--- config.mk ---
export PLATFORM = sky130hd
export DESIGN_NAME = bram_lsu_adapter
export DESIGN_NICKNAME = d
export VERILOG_FILES = /design/src/rtl/bram_lsu_adapter.sv
export SDC_FILE = /design/constraint.sdc
export NUM_CORES = 1
export LEC_CHECK = 0
export ABC_AREA = 1
export CORE_MARGIN = 2
export CORE_UTILIZATION = 25
export DETAILED_ROUTE_END_ITERATION = 7
export PLACE_DENSITY_LB_ADDON = 0.15
export SLEW_MARGIN = 10
export SYNTH_ARGS = -nofsm -noshare
export SYNTH_HDL_FRONTEND = slang
export SYNTH_SLANG_ARGS = --single-unit
--- constraint.sdc ---
create_clock -name i_clk -period 2 [get_ports i_clk]
set_input_delay 0.4 -clock i_clk [delete_from_list [all_inputs] [get_ports i_clk]]
set_output_delay 0.4 -clock i_clk [all_outputs]
set_load 0.02 [all_outputs]
--- src/rtl/bram_lsu_adapter.sv ---
// rtl/bram_lsu_adapter.sv - load/store unit adapter onto a 1-cycle-latency block RAM port
//
// Purpose: accepts byte/half/word load and store requests, drives a registered
// write-first RAM port with lane-positioned store data and byte enables, and
// returns aligned, extended load data two cycles after acceptance.
//
// Ports:
//   i_clk, i_rst              clock, synchronous active-high reset
//   i_req_*  / o_req_ready    request handshake plus addr, write, size, unsigned, wdata
//   o_rsp_*  / i_rsp_ready    response handshake plus rdata, error
//   o_mem_*  / i_mem_read_data RAM port: byte address, write data, byte enables, read data
module bram_lsu_adapter #(
  parameter int MEM_ADDR_WIDTH = 14
) (
  input  logic        i_clk,
  input  logic        i_rst,
  input  logic        i_req_valid,
  output logic        o_req_ready,
  input  logic [31:0] i_req_addr,
  input  logic        i_req_write,
  input  logic [1:0]  i_req_size,
  input  logic        i_req_unsigned,
  input  logic [31:0] i_req_wdata,
  output logic        o_rsp_valid,
  input  logic        i_rsp_ready,
  output logic [31:0] o_rsp_rdata,
  output logic        o_rsp_error,
  output logic [31:0] o_mem_byte_address,
  output logic [31:0] o_mem_write_data,
  output logic [3:0]  o_mem_byte_write_enable,
  input  logic [31:0] i_mem_read_data
);

  logic [1:0]  req_off;
  logic        req_illegal;
  logic        stall;
  logic        accept;

  logic        s1_valid_q, s1_valid_d;
  logic [1:0]  s1_off_q, s1_off_d;
  logic [1:0]  s1_size_q, s1_size_d;
  logic        s1_unsigned_q, s1_unsigned_d;
  logic        s1_write_q, s1_write_d;
  logic        s1_error_q, s1_error_d;
  logic [MEM_ADDR_WIDTH-1:0] s1_addr_q, s1_addr_d;

  logic        rsp_valid_q, rsp_valid_d;
  logic [31:0] rsp_rdata_q, rsp_rdata_d;
  logic        rsp_error_q, rsp_error_d;

  logic [31:0] s1_byte_addr;
  logic [31:0] load_word;
  logic [31:0] load_data;

  always_comb begin
    req_off     = i_req_addr[1:0];
    req_illegal = (i_req_size == 2'd3)
               || (i_req_size == 2'd1 && req_off[0])
               || (i_req_size == 2'd2 && req_off != 2'd0);
    stall       = s1_valid_q && rsp_valid_q && !i_rsp_ready;
    o_req_ready = !stall && !i_rst;
    accept      = i_req_valid && o_req_ready;
  end

  // While S1 is held the RAM must keep re-reading its word so the read data
  // is still valid when S1 finally advances. Only the bits the RAM decodes
  // are kept; the lane offset lives in s1_off_q.
  always_comb begin
    s1_byte_addr = '0;
    s1_byte_addr[MEM_ADDR_WIDTH+1:2] = s1_addr_q;
    o_mem_byte_address = stall ? s1_byte_addr : i_req_addr;

    o_mem_byte_write_enable = 4'b0000;
    if (accept && i_req_write && !req_illegal) begin
      case (i_req_size)
        2'd0:    o_mem_byte_write_enable = 4'b0001 << req_off;
        2'd1:    o_mem_byte_write_enable = 4'b0011 << req_off;
        default: o_mem_byte_write_enable = 4'b1111;
      endcase
    end

    // Replicate narrow data across all lanes; the byte enables pick the lane.
    case (i_req_size)
      2'd0:    o_mem_write_data = {4{i_req_wdata[7:0]}};
      2'd1:    o_mem_write_data = {2{i_req_wdata[15:0]}};
      default: o_mem_write_data = i_req_wdata;
    endcase
  end

  always_comb begin
    load_word = i_mem_read_data >> {s1_off_q, 3'b000};
    case (s1_size_q)
      2'd0:    load_data = {{24{!s1_unsigned_q && load_word[7]}}, load_word[7:0]};
      2'd1:    load_data = {{16{!s1_unsigned_q && load_word[15]}}, load_word[15:0]};
      default: load_data = load_word;
    endcase
  end

  always_comb begin
    s1_valid_d    = s1_valid_q;
    s1_off_d      = s1_off_q;
    s1_size_d     = s1_size_q;
    s1_unsigned_d = s1_unsigned_q;
    s1_write_d    = s1_write_q;
    s1_error_d    = s1_error_q;
    s1_addr_d     = s1_addr_q;
    if (!stall) begin
      s1_valid_d    = accept;
      s1_off_d      = req_off;
      s1_size_d     = i_req_size;
      s1_unsigned_d = i_req_unsigned;
      s1_write_d    = i_req_write;
      s1_error_d    = req_illegal;
      s1_addr_d     = i_req_addr[MEM_ADDR_WIDTH+1:2];
    end

    rsp_valid_d = rsp_valid_q;
    rsp_rdata_d = rsp_rdata_q;
    rsp_error_d = rsp_error_q;
    if (s1_valid_q && !stall) begin
      rsp_valid_d = 1'b1;
      rsp_error_d = s1_error_q;
      rsp_rdata_d = (s1_error_q || s1_write_q) ? 32'h0 : load_data;
    end else if (i_rsp_ready) begin
      rsp_valid_d = 1'b0;
    end
  end

  always_ff @(posedge i_clk) begin
    if (i_rst) begin
      s1_valid_q  <= 1'b0;
      rsp_valid_q <= 1'b0;
      rsp_rdata_q <= 32'h0;
      rsp_error_q <= 1'b0;
    end else begin
      s1_valid_q  <= s1_valid_d;
      rsp_valid_q <= rsp_valid_d;
      rsp_rdata_q <= rsp_rdata_d;
      rsp_error_q <= rsp_error_d;
    end
  end

  // Metadata is only meaningful alongside s1_valid_q, so it needs no reset.
  always_ff @(posedge i_clk) begin
    s1_off_q      <= s1_off_d;
    s1_size_q     <= s1_size_d;
    s1_unsigned_q <= s1_unsigned_d;
    s1_write_q    <= s1_write_d;
    s1_error_q    <= s1_error_d;
    s1_addr_q     <= s1_addr_d;
  end

  assign o_rsp_valid = rsp_valid_q;
  assign o_rsp_rdata = rsp_rdata_q;
  assign o_rsp_error = rsp_error_q;

endmodule
==> run summary <==
Status: finished clean
Leak: 2.72 nW
# clock sinks: 56
DRC Markers: 0
XOR/XNOR Fraction of Synth Area: 0%
Post-Layout Cell Count: 937
Starting density of the core: 25.3%
DRT iter0 DRCs: 242
Yosys top cell by area: nand2_1
Total power: 3.08 mW
CP max FO: 3
Worst path slowest cell: clkdlybuf4s50_1
Die area: 14,900 um^2
Synth Area in Simple Gates: 36.6%
Syn Area/Cell: 6.70 um^2
Placement Setup Slack: -0.644 ns
Crit path DAT: 1.56 ns
Setup crit end kind: output pin
# H-tree levels: 2
Hpwl dp: 10.1 mm
CTS Buf Count: 5
Synth Area in Adders: 0%
Fin nets: 860
Largest net degree at the start of global routing: 36
Largest delay share family, worst path: buffers and inverters
Final hold viol count: 0
Synth Area in Compound Gates: 13.5%
Vias in the first global route: 4,294
Area grow syn2layout: 72.4%
Port bufs: 206
Die height: 122 um
Num ports: 207
Critical path required time: 1.60 ns
Initial DRT Pass Iterations: 4
Placement Rows: 43
Sequential fraction of the synthesis area: 38.1%
Pins Over Slew Limit: 0
Power density over cell area: 512 nW/um^2
Distinct cell type count after synthesis: 28
Post-Place Cells: 915
Global-route wire length before repair: 20.2 mm
Layout cells sized above 1: 18.8%
Core Area: 13,800 um^2
Mapped Area: 3490 um^2
Clk_lat worst skew: 0.29 ns
CTS clk-pin slew, worst paths: 0.07 ns
Period utilization: 98.1%
Final WS setup: 0.0377 ns
Layout Utilization: 43.7%
Worst vdd ir: 358 uV
Mapped Cells: 521
Via count: 4,207
Clock Tree Buf Depth: 2
Synth top area share: 22.7%
Via density: 4.49
Synth top area cells: nand2_1 (23%), dfxtp_1 (20%), edfxtp_1 (18%), a21oi_1 (5.3%), inv_1 (4.5%)
Relative slew slack: 71.5%
Worst path most repeated cell: clkdlybuf4s50_1
Warnings, synthesis: 0
Final setup fails: 0
Max-Cap Viols: 0
Mux contribution to synthesized area: 0%
Multi-input gate area: 1770 um^2
Detailed Route WL: 12.7 mm
Die X: 122 um
Root Driver: clkbuf_16
CP peak stage delay: 0.66 ns
WL per Instance: 13.5 um
Clock Skews: 0.00578 ns
Antenna-violating nets left: 0
Post-Syn Nets: 625
Crit Path Class: in -> out
RSZ-0062 raised after global routing: true
Worst slew pin tran: 0.427 ns
Initial antenna violation count: 1
CP Cell Sequence: clkdlybuf4s50_1, clkdlybuf4s50_1
Tmin final: 1.96 ns
Buf+Inv Stages, Crit Path: 2
FILL cells: 1,483
Register area: 1330 um^2
Flops & latches, synth: 56
Fmax achieved: 510 MHz
GRT overflow: 0
Hold WC Path Type: in -> reg
CTS tree: done
Largest family of logic cells by synthesized area: simple AND/OR/NAND/NOR gates
# diodes: 0
Total global-route track usage: 17.0%
Worst setup SP type: primary input
GPL Wtd Cong: 0.911
==> metal layers <==
layer,part of all wire [%],up-vias,track usage (%)
met4,1.2,2,3.81
li1,-,2111,-
met2,50,182,30.7
met5,0.10,-,0
met3,10,13,5.57
met1,38,1899,19.5
==> flip-flops by register name, indices dropped and copies added (netlist names) <==
name	flops
o_rsp_error	1
o_rsp_rdata	32
o_rsp_valid	1
s1_addr_q	14
s1_error_q	1
s1_off_q	2
s1_size_q	2
s1_unsigned_q	1
s1_valid_q	1
s1_write_q	1
==> synthesized netlist by cell type (all sizes together) <==
| cell type | count |
|---|---|
| dfxtp | 35 |
| nand3 | 31 |
| clkinv | 2 |
| o211ai | 15 |
| o21ai | 17 |
| clkbuf | 15 |
| nand2 | 225 |
| nor3 | 2 |
| nor2 | 45 |
| nand4 | 1 |
| a21oi | 47 |
| dlygate4sd1 | 1 |
| edfxtp | 21 |
| buf | 20 |
| inv | 44 |
==> timing repair <==
action / 4_1_cts / 5_1_grt
gates cloned: 1 / 0
buffers inserted: 12 / 1
endpoints found under the setup margin: 64 / 43
hold buffers: 0 / 0
pin swaps: 6 / 6
gates resized for setup: 124 / 59
endpoints found under the hold margin: 0 / 0
==> where the power goes <==
part	switching, mW	internal [mW]
Sequential	0.0232	1.22
Combinational	0.492	0.455
Clock	0.418	0.466
==> final timing paths <==
path / startpoint / to / slack, ns / cells after the start
worst max-delay path: i_req_wdata[3] / o_mem_write_data[3] / 0.04 / 2
worst min-delay path: i_req_addr[0] / s1_off_q[0] / 0.44 / 2
worst max register to register: s1_off_q[0] / o_rsp_rdata[31] / 0.36 / 7
worst min register to register: o_rsp_rdata[1] / o_rsp_rdata[1] / 0.47 / 2
==> placed cells by master (no fill, tap or decap), types with 2 or more instances in the layout <==
cell type / n
a21oi_1: 35
a21oi_2: 12
buf_12: 2
buf_2: 6
buf_4: 55
buf_6: 5
clkbuf_16: 5
clkbuf_2: 20
clkdlybuf4s15_1: 3
clkdlybuf4s15_2: 4
clkdlybuf4s50_1: 135
clkinv_1: 2
dfxtp_1: 34
dlygate4sd2_1: 32
dlymetal6s2s_1: 2
edfxtp_1: 21
inv_1: 38
inv_2: 5
nand2_1: 210
nand2_2: 14
nand3_1: 29
nand3_4: 2
nor2_1: 40
nor2_2: 2
nor2_4: 3
o211ai_1: 15
o21ai_0: 16
==> cells by family (layout without fill, tap and decap cells) <==
group | count (synthesis) | count (layout)
flip-flops | 56 | 56
buffers and inverters | 82 | 318
AND/OR/NAND/NOR | 304 | 304
AO/OA/AOI/OAI | 79 | 79
==> layout make-up <==
type                    instances  share of cell area, %
inverters                      46                   2.91
clock inverters                 3                  0.353
clock buffers                   5                   2.08
repair buffers                264                   39.4
flip-flops and latches         56                   22.1
multi-input cells             383                   29.4
well taps                     180                   3.74
==> metrics by stage <==
step	TNS (ns)	hold slack, ns	area [um^2]
after floorplan	0	0.493	3490
after detailed placement	-28.30	0.458	5900
after CTS	0	0.469	6080
after global placement	-28.00	0.456	5900
final	0	0.441	6020
after global routing	-0.0842	0.457	6020
(Power assumes the default switching activity.)
